===== src/rtl/ysyx_axi_pkg.sv =====
// Shared AXI4 encodings and master FSM state type.
// Used by the master port and by the slave models.
package ysyx_axi_pkg;

  localparam logic [1:0] AXI_RESP_OKAY   = 2'b00;
  localparam logic [1:0] AXI_RESP_EXOKAY = 2'b01;
  localparam logic [1:0] AXI_RESP_SLVERR = 2'b10;
  localparam logic [1:0] AXI_RESP_DECERR = 2'b11;

  localparam logic [1:0] AXI_BURST_INCR = 2'b01;

  localparam logic [2:0] AXI_SIZE_1B = 3'd0;
  localparam logic [2:0] AXI_SIZE_2B = 3'd1;
  localparam logic [2:0] AXI_SIZE_4B = 3'd2;

  typedef enum logic [2:0] {
    MST_IDLE  = 3'd0,
    MST_RADDR = 3'd1,
    MST_RDATA = 3'd2,
    MST_WREQ  = 3'd3,
    MST_WRESP = 3'd4
  } mst_state_e;

  // EXOKAY is an error here too: this master never issues exclusive accesses.
  function automatic logic resp_is_err(input logic [1:0] resp);
    return resp != AXI_RESP_OKAY;
  endfunction

endpackage


===== src/rtl/axi4_lite_master_port_if.sv =====
// AXI4 five-channel bus (single-beat subset) seen from master and slave sides.
interface axi4_lite_master_port_if #(
  parameter int ADDR_W = 32,
  parameter int DATA_W = 32,
  parameter int ID_W   = 4
) ();

  logic [ADDR_W-1:0]   araddr;
  logic                arvalid;
  logic                arready;
  logic [ID_W-1:0]     arid;
  logic [7:0]          arlen;
  logic [2:0]          arsize;
  logic [1:0]          arburst;

  logic [DATA_W-1:0]   rdata;
  logic [1:0]          rresp;
  logic                rvalid;
  logic                rready;
  logic                rlast;
  logic [ID_W-1:0]     rid;

  logic [ADDR_W-1:0]   awaddr;
  logic                awvalid;
  logic                awready;
  logic [ID_W-1:0]     awid;
  logic [7:0]          awlen;
  logic [2:0]          awsize;
  logic [1:0]          awburst;

  logic [DATA_W-1:0]   wdata;
  logic [DATA_W/8-1:0] wstrb;
  logic                wvalid;
  logic                wready;
  logic                wlast;

  logic [1:0]          bresp;
  logic                bvalid;
  logic                bready;
  logic [ID_W-1:0]     bid;

  modport master (
    output araddr, arvalid, arid, arlen, arsize, arburst,
    input  arready,
    input  rdata, rresp, rvalid, rlast, rid,
    output rready,
    output awaddr, awvalid, awid, awlen, awsize, awburst,
    input  awready,
    output wdata, wstrb, wvalid, wlast,
    input  wready,
    input  bresp, bvalid, bid,
    output bready
  );

  modport slave (
    input  araddr, arvalid, arid, arlen, arsize, arburst,
    output arready,
    output rdata, rresp, rvalid, rlast, rid,
    input  rready,
    input  awaddr, awvalid, awid, awlen, awsize, awburst,
    output awready,
    input  wdata, wstrb, wvalid, wlast,
    output wready,
    output bresp, bvalid, bid,
    input  bready
  );

endinterface


===== src/rtl/axi4_lite_master_port.sv =====
// Single-outstanding AXI4 master: turns one CPU load/store request into one
// single-beat AXI read or write and returns data plus error status.
module axi4_lite_master_port
  import ysyx_axi_pkg::*;
#(
  parameter logic [3:0] AXI_ID = 4'd0,
  parameter int         ADDR_W = 32,
  parameter int         DATA_W = 32
) (
  input  logic                clk,
  input  logic                rst,
  input  logic                req_valid,
  output logic                req_ready,
  input  logic                req_wen,
  input  logic [ADDR_W-1:0]   req_addr,
  input  logic [2:0]          req_size,
  input  logic [DATA_W-1:0]   req_wdata,
  input  logic [DATA_W/8-1:0] req_wstrb,
  output logic                resp_valid,
  output logic [DATA_W-1:0]   resp_rdata,
  output logic                resp_err,
  axi4_lite_master_port_if.master axi
);

  function automatic logic rd_err(input logic [1:0] resp, input logic [3:0] id,
                                  input logic last);
    return resp_is_err(resp) || (id != AXI_ID) || !last;
  endfunction

  function automatic logic wr_err(input logic [1:0] resp, input logic [3:0] id);
    return resp_is_err(resp) || (id != AXI_ID);
  endfunction

  mst_state_e state_q, state_d;

  logic [ADDR_W-1:0]   addr_p0;
  logic [2:0]          size_p0;
  logic [DATA_W-1:0]   wdata_p0;
  logic [DATA_W/8-1:0] wstrb_p0;

  logic aw_done_q, w_done_q;
  logic req_fire;
  logic r_hs, b_hs;
  logic aw_fin, w_fin;

  assign req_ready = (state_q == MST_IDLE) && !resp_valid;
  assign req_fire  = req_valid && req_ready;

  // Handshakes are decoded from state, never from our own valids, so no AXI
  // input reaches a valid or req_ready combinationally.
  assign r_hs   = (state_q == MST_RDATA) && axi.rvalid;
  assign b_hs   = (state_q == MST_WRESP) && axi.bvalid;
  assign aw_fin = aw_done_q || axi.awready;
  assign w_fin  = w_done_q  || axi.wready;

  assign axi.araddr  = addr_p0;
  assign axi.arid    = AXI_ID;
  assign axi.arlen   = 8'd0;
  assign axi.arsize  = size_p0;
  assign axi.arburst = AXI_BURST_INCR;

  assign axi.awaddr  = addr_p0;
  assign axi.awid    = AXI_ID;
  assign axi.awlen   = 8'd0;
  assign axi.awsize  = size_p0;
  assign axi.awburst = AXI_BURST_INCR;

  assign axi.wdata   = wdata_p0;
  assign axi.wstrb   = wstrb_p0;
  assign axi.wlast   = axi.wvalid;

  always_ff @(posedge clk) begin
    if (rst) state_q <= MST_IDLE;
    else     state_q <= state_d;
  end

  always_comb begin
    state_d     = state_q;
    axi.arvalid = 1'b0;
    axi.rready  = 1'b0;
    axi.awvalid = 1'b0;
    axi.wvalid  = 1'b0;
    axi.bready  = 1'b0;
    unique case (state_q)
      MST_IDLE: begin
        if (req_fire) state_d = req_wen ? MST_WREQ : MST_RADDR;
      end
      MST_RADDR: begin
        axi.arvalid = 1'b1;
        if (axi.arready) state_d = MST_RDATA;
      end
      MST_RDATA: begin
        axi.rready = 1'b1;
        if (axi.rvalid) state_d = MST_IDLE;
      end
      MST_WREQ: begin
        axi.awvalid = !aw_done_q;
        axi.wvalid  = !w_done_q;
        if (aw_fin && w_fin) state_d = MST_WRESP;
      end
      MST_WRESP: begin
        axi.bready = 1'b1;
        if (axi.bvalid) state_d = MST_IDLE;
      end
      default: state_d = MST_IDLE;
    endcase
  end

  // Request latch: captured on acceptance, held for the whole transaction.
  always_ff @(posedge clk) begin
    if (req_fire) begin
      addr_p0  <= req_addr;
      size_p0  <= req_size;
      wdata_p0 <= req_wdata;
      wstrb_p0 <= req_wstrb;
    end
  end

  // Response register and per-channel write completion flags.
  always_ff @(posedge clk) begin
    if (rst) begin
      aw_done_q  <= 1'b0;
      w_done_q   <= 1'b0;
      resp_valid <= 1'b0;
      resp_err   <= 1'b0;
      resp_rdata <= '0;
    end else begin
      resp_valid <= r_hs || b_hs;
      if (r_hs) begin
        resp_rdata <= axi.rdata;
        resp_err   <= rd_err(axi.rresp, axi.rid, axi.rlast);
      end
      if (b_hs) resp_err <= wr_err(axi.bresp, axi.bid);
      if (state_q == MST_WREQ) begin
        if (aw_fin && w_fin) begin
          aw_done_q <= 1'b0;
          w_done_q  <= 1'b0;
        end else begin
          aw_done_q <= aw_fin;
          w_done_q  <= w_fin;
        end
      end
    end
  end

endmodule


===== src/flat_wrapper.sv =====
// flat-port wrapper written by rule: the top's interface ports become plain ports
module axi4_lite_master_port_flat import ysyx_axi_pkg::*;
#(
  parameter logic [3:0] AXI_ID = 4'd0,
  parameter int         ADDR_W = 32,
  parameter int         DATA_W = 32
)
  (clk, rst, req_valid, req_ready, req_wen, req_addr, req_size, req_wdata, req_wstrb, resp_valid, resp_rdata, resp_err, axi_araddr, axi_arvalid, axi_arid, axi_arlen, axi_arsize, axi_arburst, axi_arready, axi_rdata, axi_rresp, axi_rvalid, axi_rlast, axi_rid, axi_rready, axi_awaddr, axi_awvalid, axi_awid, axi_awlen, axi_awsize, axi_awburst, axi_awready, axi_wdata, axi_wstrb, axi_wvalid, axi_wlast, axi_wready, axi_bresp, axi_bvalid, axi_bid, axi_bready);
  axi4_lite_master_port_if #(.ADDR_W(ADDR_W), .DATA_W(DATA_W)) axi_i ();
  input  logic clk;
  input  logic rst;
  input  logic req_valid;
  output logic req_ready;
  input  logic req_wen;
  input  logic [ADDR_W-1:0] req_addr;
  input  logic [2:0] req_size;
  input  logic [DATA_W-1:0] req_wdata;
  input  logic [DATA_W/8-1:0] req_wstrb;
  output logic resp_valid;
  output logic [DATA_W-1:0] resp_rdata;
  output logic resp_err;
  output wire logic [$bits(axi_i.araddr)-1:0] axi_araddr;
  output wire logic [$bits(axi_i.arvalid)-1:0] axi_arvalid;
  output wire logic [$bits(axi_i.arid)-1:0] axi_arid;
  output wire logic [$bits(axi_i.arlen)-1:0] axi_arlen;
  output wire logic [$bits(axi_i.arsize)-1:0] axi_arsize;
  output wire logic [$bits(axi_i.arburst)-1:0] axi_arburst;
  input wire logic [$bits(axi_i.arready)-1:0] axi_arready;
  input wire logic [$bits(axi_i.rdata)-1:0] axi_rdata;
  input wire logic [$bits(axi_i.rresp)-1:0] axi_rresp;
  input wire logic [$bits(axi_i.rvalid)-1:0] axi_rvalid;
  input wire logic [$bits(axi_i.rlast)-1:0] axi_rlast;
  input wire logic [$bits(axi_i.rid)-1:0] axi_rid;
  output wire logic [$bits(axi_i.rready)-1:0] axi_rready;
  output wire logic [$bits(axi_i.awaddr)-1:0] axi_awaddr;
  output wire logic [$bits(axi_i.awvalid)-1:0] axi_awvalid;
  output wire logic [$bits(axi_i.awid)-1:0] axi_awid;
  output wire logic [$bits(axi_i.awlen)-1:0] axi_awlen;
  output wire logic [$bits(axi_i.awsize)-1:0] axi_awsize;
  output wire logic [$bits(axi_i.awburst)-1:0] axi_awburst;
  input wire logic [$bits(axi_i.awready)-1:0] axi_awready;
  output wire logic [$bits(axi_i.wdata)-1:0] axi_wdata;
  output wire logic [$bits(axi_i.wstrb)-1:0] axi_wstrb;
  output wire logic [$bits(axi_i.wvalid)-1:0] axi_wvalid;
  output wire logic [$bits(axi_i.wlast)-1:0] axi_wlast;
  input wire logic [$bits(axi_i.wready)-1:0] axi_wready;
  input wire logic [$bits(axi_i.bresp)-1:0] axi_bresp;
  input wire logic [$bits(axi_i.bvalid)-1:0] axi_bvalid;
  input wire logic [$bits(axi_i.bid)-1:0] axi_bid;
  output wire logic [$bits(axi_i.bready)-1:0] axi_bready;
  assign axi_araddr = axi_i.araddr;
  assign axi_arvalid = axi_i.arvalid;
  assign axi_arid = axi_i.arid;
  assign axi_arlen = axi_i.arlen;
  assign axi_arsize = axi_i.arsize;
  assign axi_arburst = axi_i.arburst;
  assign axi_i.arready = axi_arready;
  assign axi_i.rdata = axi_rdata;
  assign axi_i.rresp = axi_rresp;
  assign axi_i.rvalid = axi_rvalid;
  assign axi_i.rlast = axi_rlast;
  assign axi_i.rid = axi_rid;
  assign axi_rready = axi_i.rready;
  assign axi_awaddr = axi_i.awaddr;
  assign axi_awvalid = axi_i.awvalid;
  assign axi_awid = axi_i.awid;
  assign axi_awlen = axi_i.awlen;
  assign axi_awsize = axi_i.awsize;
  assign axi_awburst = axi_i.awburst;
  assign axi_i.awready = axi_awready;
  assign axi_wdata = axi_i.wdata;
  assign axi_wstrb = axi_i.wstrb;
  assign axi_wvalid = axi_i.wvalid;
  assign axi_wlast = axi_i.wlast;
  assign axi_i.wready = axi_wready;
  assign axi_i.bresp = axi_bresp;
  assign axi_i.bvalid = axi_bvalid;
  assign axi_i.bid = axi_bid;
  assign axi_bready = axi_i.bready;
  axi4_lite_master_port #(.AXI_ID(AXI_ID), .ADDR_W(ADDR_W), .DATA_W(DATA_W)) u_core (.clk(clk), .rst(rst), .req_valid(req_valid), .req_ready(req_ready), .req_wen(req_wen), .req_addr(req_addr), .req_size(req_size), .req_wdata(req_wdata), .req_wstrb(req_wstrb), .resp_valid(resp_valid), .resp_rdata(resp_rdata), .resp_err(resp_err), .axi(axi_i));
endmodule

===== config.mk =====
export PLATFORM = sky130hd
export DESIGN_NAME = axi4_lite_master_port_flat
export DESIGN_NICKNAME = d
export VERILOG_FILES = /design/src/rtl/ysyx_axi_pkg.sv /design/src/rtl/axi4_lite_master_port_if.sv /design/src/rtl/axi4_lite_master_port.sv /design/src/flat_wrapper.sv
export SDC_FILE = /design/constraint.sdc
export NUM_CORES = 1
export LEC_CHECK = 0
export ABC_CLOCK_PERIOD_IN_PS = 8860
export CORE_AREA = 2 2 115 117
export CTS_CLUSTER_DIAMETER = 40
export DETAILED_ROUTE_END_ITERATION = 10
export DIE_AREA = 0 0 117 119
export PLACE_DENSITY_LB_ADDON = 0.1
export RECOVER_POWER = 50
export SLEW_MARGIN = 20
export SYNTH_ARGS = -nofsm -noshare
export SYNTH_HDL_FRONTEND = slang
export SYNTH_SLANG_ARGS = --single-unit

===== constraint.sdc =====
create_clock -name clk -period 8.86 [get_ports clk]
set_input_delay 1.329 -clock clk [delete_from_list [all_inputs] [get_ports clk]]
set_output_delay 1.329 -clock clk [all_outputs]
set_load 0.05 [all_outputs]

==> flow_metrics.tcl <==
set metrics [dict create \
    path_clk_slew_ns 0.07 \
    combPwrFrac_pct 31.9 \
    clkLatencyLatePin_ns 0.35 \
    clkPwrFrac_pct 26.3 \
    p_sw_share_pct 35.1 \
    routed_wl_um 11000 \
    hold_slack_ns 0.452 \
    rsz0062_at_grt "false" \
    crit_arrival_ns 5.19 \
    final_nets 686 \
    mostFrequentLayoutCells "197 x clkdlybuf4s50_1, 74 x dlygate4sd3_1, 71 x edfxtp_1, 65 x nand2_1, 39 x dfxtp_1" \
    dpl_cell_area_um2 6670 \
    clock.fmax_mhz 187 \
    postLayoutCellArea_um2 6950 \
    p_seq_share_pct 41.8 \
    synth.ff_latch_count 110 \
    gp_congestion 0.746 \
    synth_top_family_by_area "buffers and inverters" \
    die_h_um 119 \
    initialDrtViolationCount 117 \
    worstMarginPinSlew_ns 4.52 \
    syn_area_um2 4220 \
    crit_fanout 71 \
    synth-edff-count 71 \
    irDropWorstVdd_v 0.000113 \
    drive_above_1_share_pct 3.36 \
    critPathSlowestCell "and2_0" \
    synth_xor_area_share_pct 0 \
    p_int_w 0.000985 \
    antenna_found_initial 1 \
    total_power_w 0.00152 \
    path_cells "dlygate4sd3_1, and2_0" \
    yosys_warnings 0 \
    avgRoutedWirePerCell_um 14.7 \
    worst_hold_path_type "flip-flop to flip-flop" \
    post-route-drc-count 0 \
    critPathBufInv 1 \
    rows 42 \
    cts_resized 0 \
    crit_required_ns 8.70 \
    fin_ws_ns 3.51 \
    postCtsHoldBufs 0 \
    initial_core_util_pct 32.7 \
    cts_root_buf "clkbuf_16" \
    die_w_um 117 \
    cts_buffer_depth 2 \
    hpwl_um 8210 \
    grt_pass1_vias 3057 \
    slew_viol_final 110 \
    ys_seq_area_share_pct 69.1 \
    antenna_left 0 \
    n_fill_cell 1140 \
    finalHoldViolations 0 \
    cts.sinks 110 \
    synth_area_per_cell_um2 12.8 \
    switching_power_w 0.000533 \
    max_slew_margin_pct -201 \
    cp-start-kind "input pin" \
    setup_violations 0 \
    finalCriticalPeriod_ns 5.35 \
    core_um2 12900 \
    power.density_nw_per_um2 219 \
    cts_setup_buffers 0 \
    die_area_um2 13900 \
    drt_pass1_iterations 4 \
    fin_skew_ns 0.00863 \
    finalCritPeriodShare_pct 60.4 \
    async_flop_share_pct 0 \
    cp-end-kind "flip-flop" \
    grt_pass1_wl_um 15900 \
    viasPerCell 4.18 \
    rrSetupSlack_ns 4.17 \
    max_stage_delay_ns 3.21 \
    tns_ns 0 \
    synthSimpleGateAreaFrac_pct 10.1 \
    outcome "finished with violations" \
    violations "max-capacitance violations, max-slew violations" \
    ys_types 34 \
    htree_num_levels 3 \
    ios 300 \
    p_leak_nw 2.45 \
    layout_commonest_cell "clkdlybuf4s50_1" \
    io_buffers 271 \
    synth.mux.area_fraction_pct 0 \
    synthCells 330 \
    worst-setup-path-type "input pin to flip-flop" \
    multiInputGateArea_um2 797 \
    regArea_um2 2910 \
    synth_compound_area_share_pct 6.47 \
    cts_made_buffers 9 \
    globalRouteTotalUtil_pct 15.2 \
    cp_top_family "simple AND/OR/NAND/NOR gates" \
    synth_ff_type "edfxtp_1" \
    dr_total_vias 3107 \
    area_delta_synth_final_pct 64.8 \
    cap_viol_max_count 2 \
    synth_fa_ha_area_share_pct 0 \
    cts_tree "built" \
    dp_slack_ns 5.70 \
    grt.overflow.total 0 \
    grt_max_degree 72 \
]
-- state kept, by name, indices dropped and copies added (netlist names) --
| name | count |
|---|---|
| u_core.aw_done_q | 1 |
| u_core.axi.araddr | 32 |
| u_core.axi.arsize | 3 |
| u_core.axi.wdata | 32 |
| u_core.axi.wstrb | 4 |
| u_core.resp_err | 1 |
| u_core.resp_rdata | 32 |
| u_core.resp_valid | 1 |
| u_core.state_q | 3 |
| u_core.w_done_q | 1 |
-- logic make-up after synthesis --
family,Yosys count
compound gates,46
buf+inv,80
flops,110
other cells,2
simple gates,92
-- cells in the mapped netlist (2+ instances only) --
library cell / instances / area, um^2
buf_2: 5 / 25.0
clkbuf_1: 3 / 11.3
edfxtp_1: 71 / 2130
nor2_1: 6 / 22.5
nor2b_1: 2 / 12.5
nand2_1: 65 / 244
o21ai_0: 3 / 15.0
nand4bb_1: 2 / 22.5
nor3b_1: 4 / 30.0
conb_1: 2 / 7.51
buf_4: 66 / 495
dfxtp_1: 39 / 781
a21oi_2: 7 / 61.3
a21oi_1: 30 / 150
nor4_1: 2 / 12.5
nor3_1: 3 / 15.0
buf_8: 3 / 45.0
-- power groups by stage --
stage	sequential [W]	combinational (W)	clock, W
floorplan	0.000792	0.000190	0
global placement	0.000638	0.000493	0
detailed placement	0.000641	0.000495	0
CTS	0.000629	0.000496	0.000412
global route	0.000643	0.000504	0.000435
finish	0.000635	0.000484	0.000399
-- per-stage QoR --
| stage | utilization [%] | cells |
|---|---|---|
| 6_report | 53.9 | 743 |
| 5_1_grt | 53.9 | 743 |
| 4_1_cts | 54.1 | 742 |
| 3_5_place_dp | 51.8 | 726 |
| 3_3_place_gp | 51.8 | 726 |
| 2_1_floorplan | - | 356 |
-- final cells by class --
cell class                 count  share of cell area (%)
sequential                   110                    41.9
timing repair buffer         273                    39.2
multi-input combinational    166                    11.5
clock buffer                   9                    3.24
tap                          176                    3.17
clock inverter                 7                   0.919
inverter                       1                  0.0540
antenna                        1                  0.0360
-- worst paths after layout --
check,cells after the start,end,from
max reg2reg,2,u_core.axi.wdata[23]$_DFFE_PP_,u_core.state_q[0]$_SDFFE_PP0P_
max,2,u_core.axi.wdata[23]$_DFFE_PP_,req_valid
min reg2reg,2,u_core.resp_rdata[0]$_SDFFE_PP0P_,u_core.resp_rdata[0]$_SDFFE_PP0P_
min,2,u_core.resp_rdata[0]$_SDFFE_PP0P_,u_core.resp_rdata[0]$_SDFFE_PP0P_
-- worst min-delay path: stages (launching register included) --
cell,delay (ns)
dfxtp_1,0.31
nand2_1,0.05
a21oi_1,0.05
-- layer usage --
layer / global-route usage, % / part of all wire, % / wire (um)
met5: 0 / 0 / 0
met4: 6.62 / 2.1 / 230
met2: 26.3 / 50 / 5490
met1: 16.5 / 37 / 4030
met3: 5.60 / 11 / 1210
No activity file was read; power rests on OpenSTA's default activity.
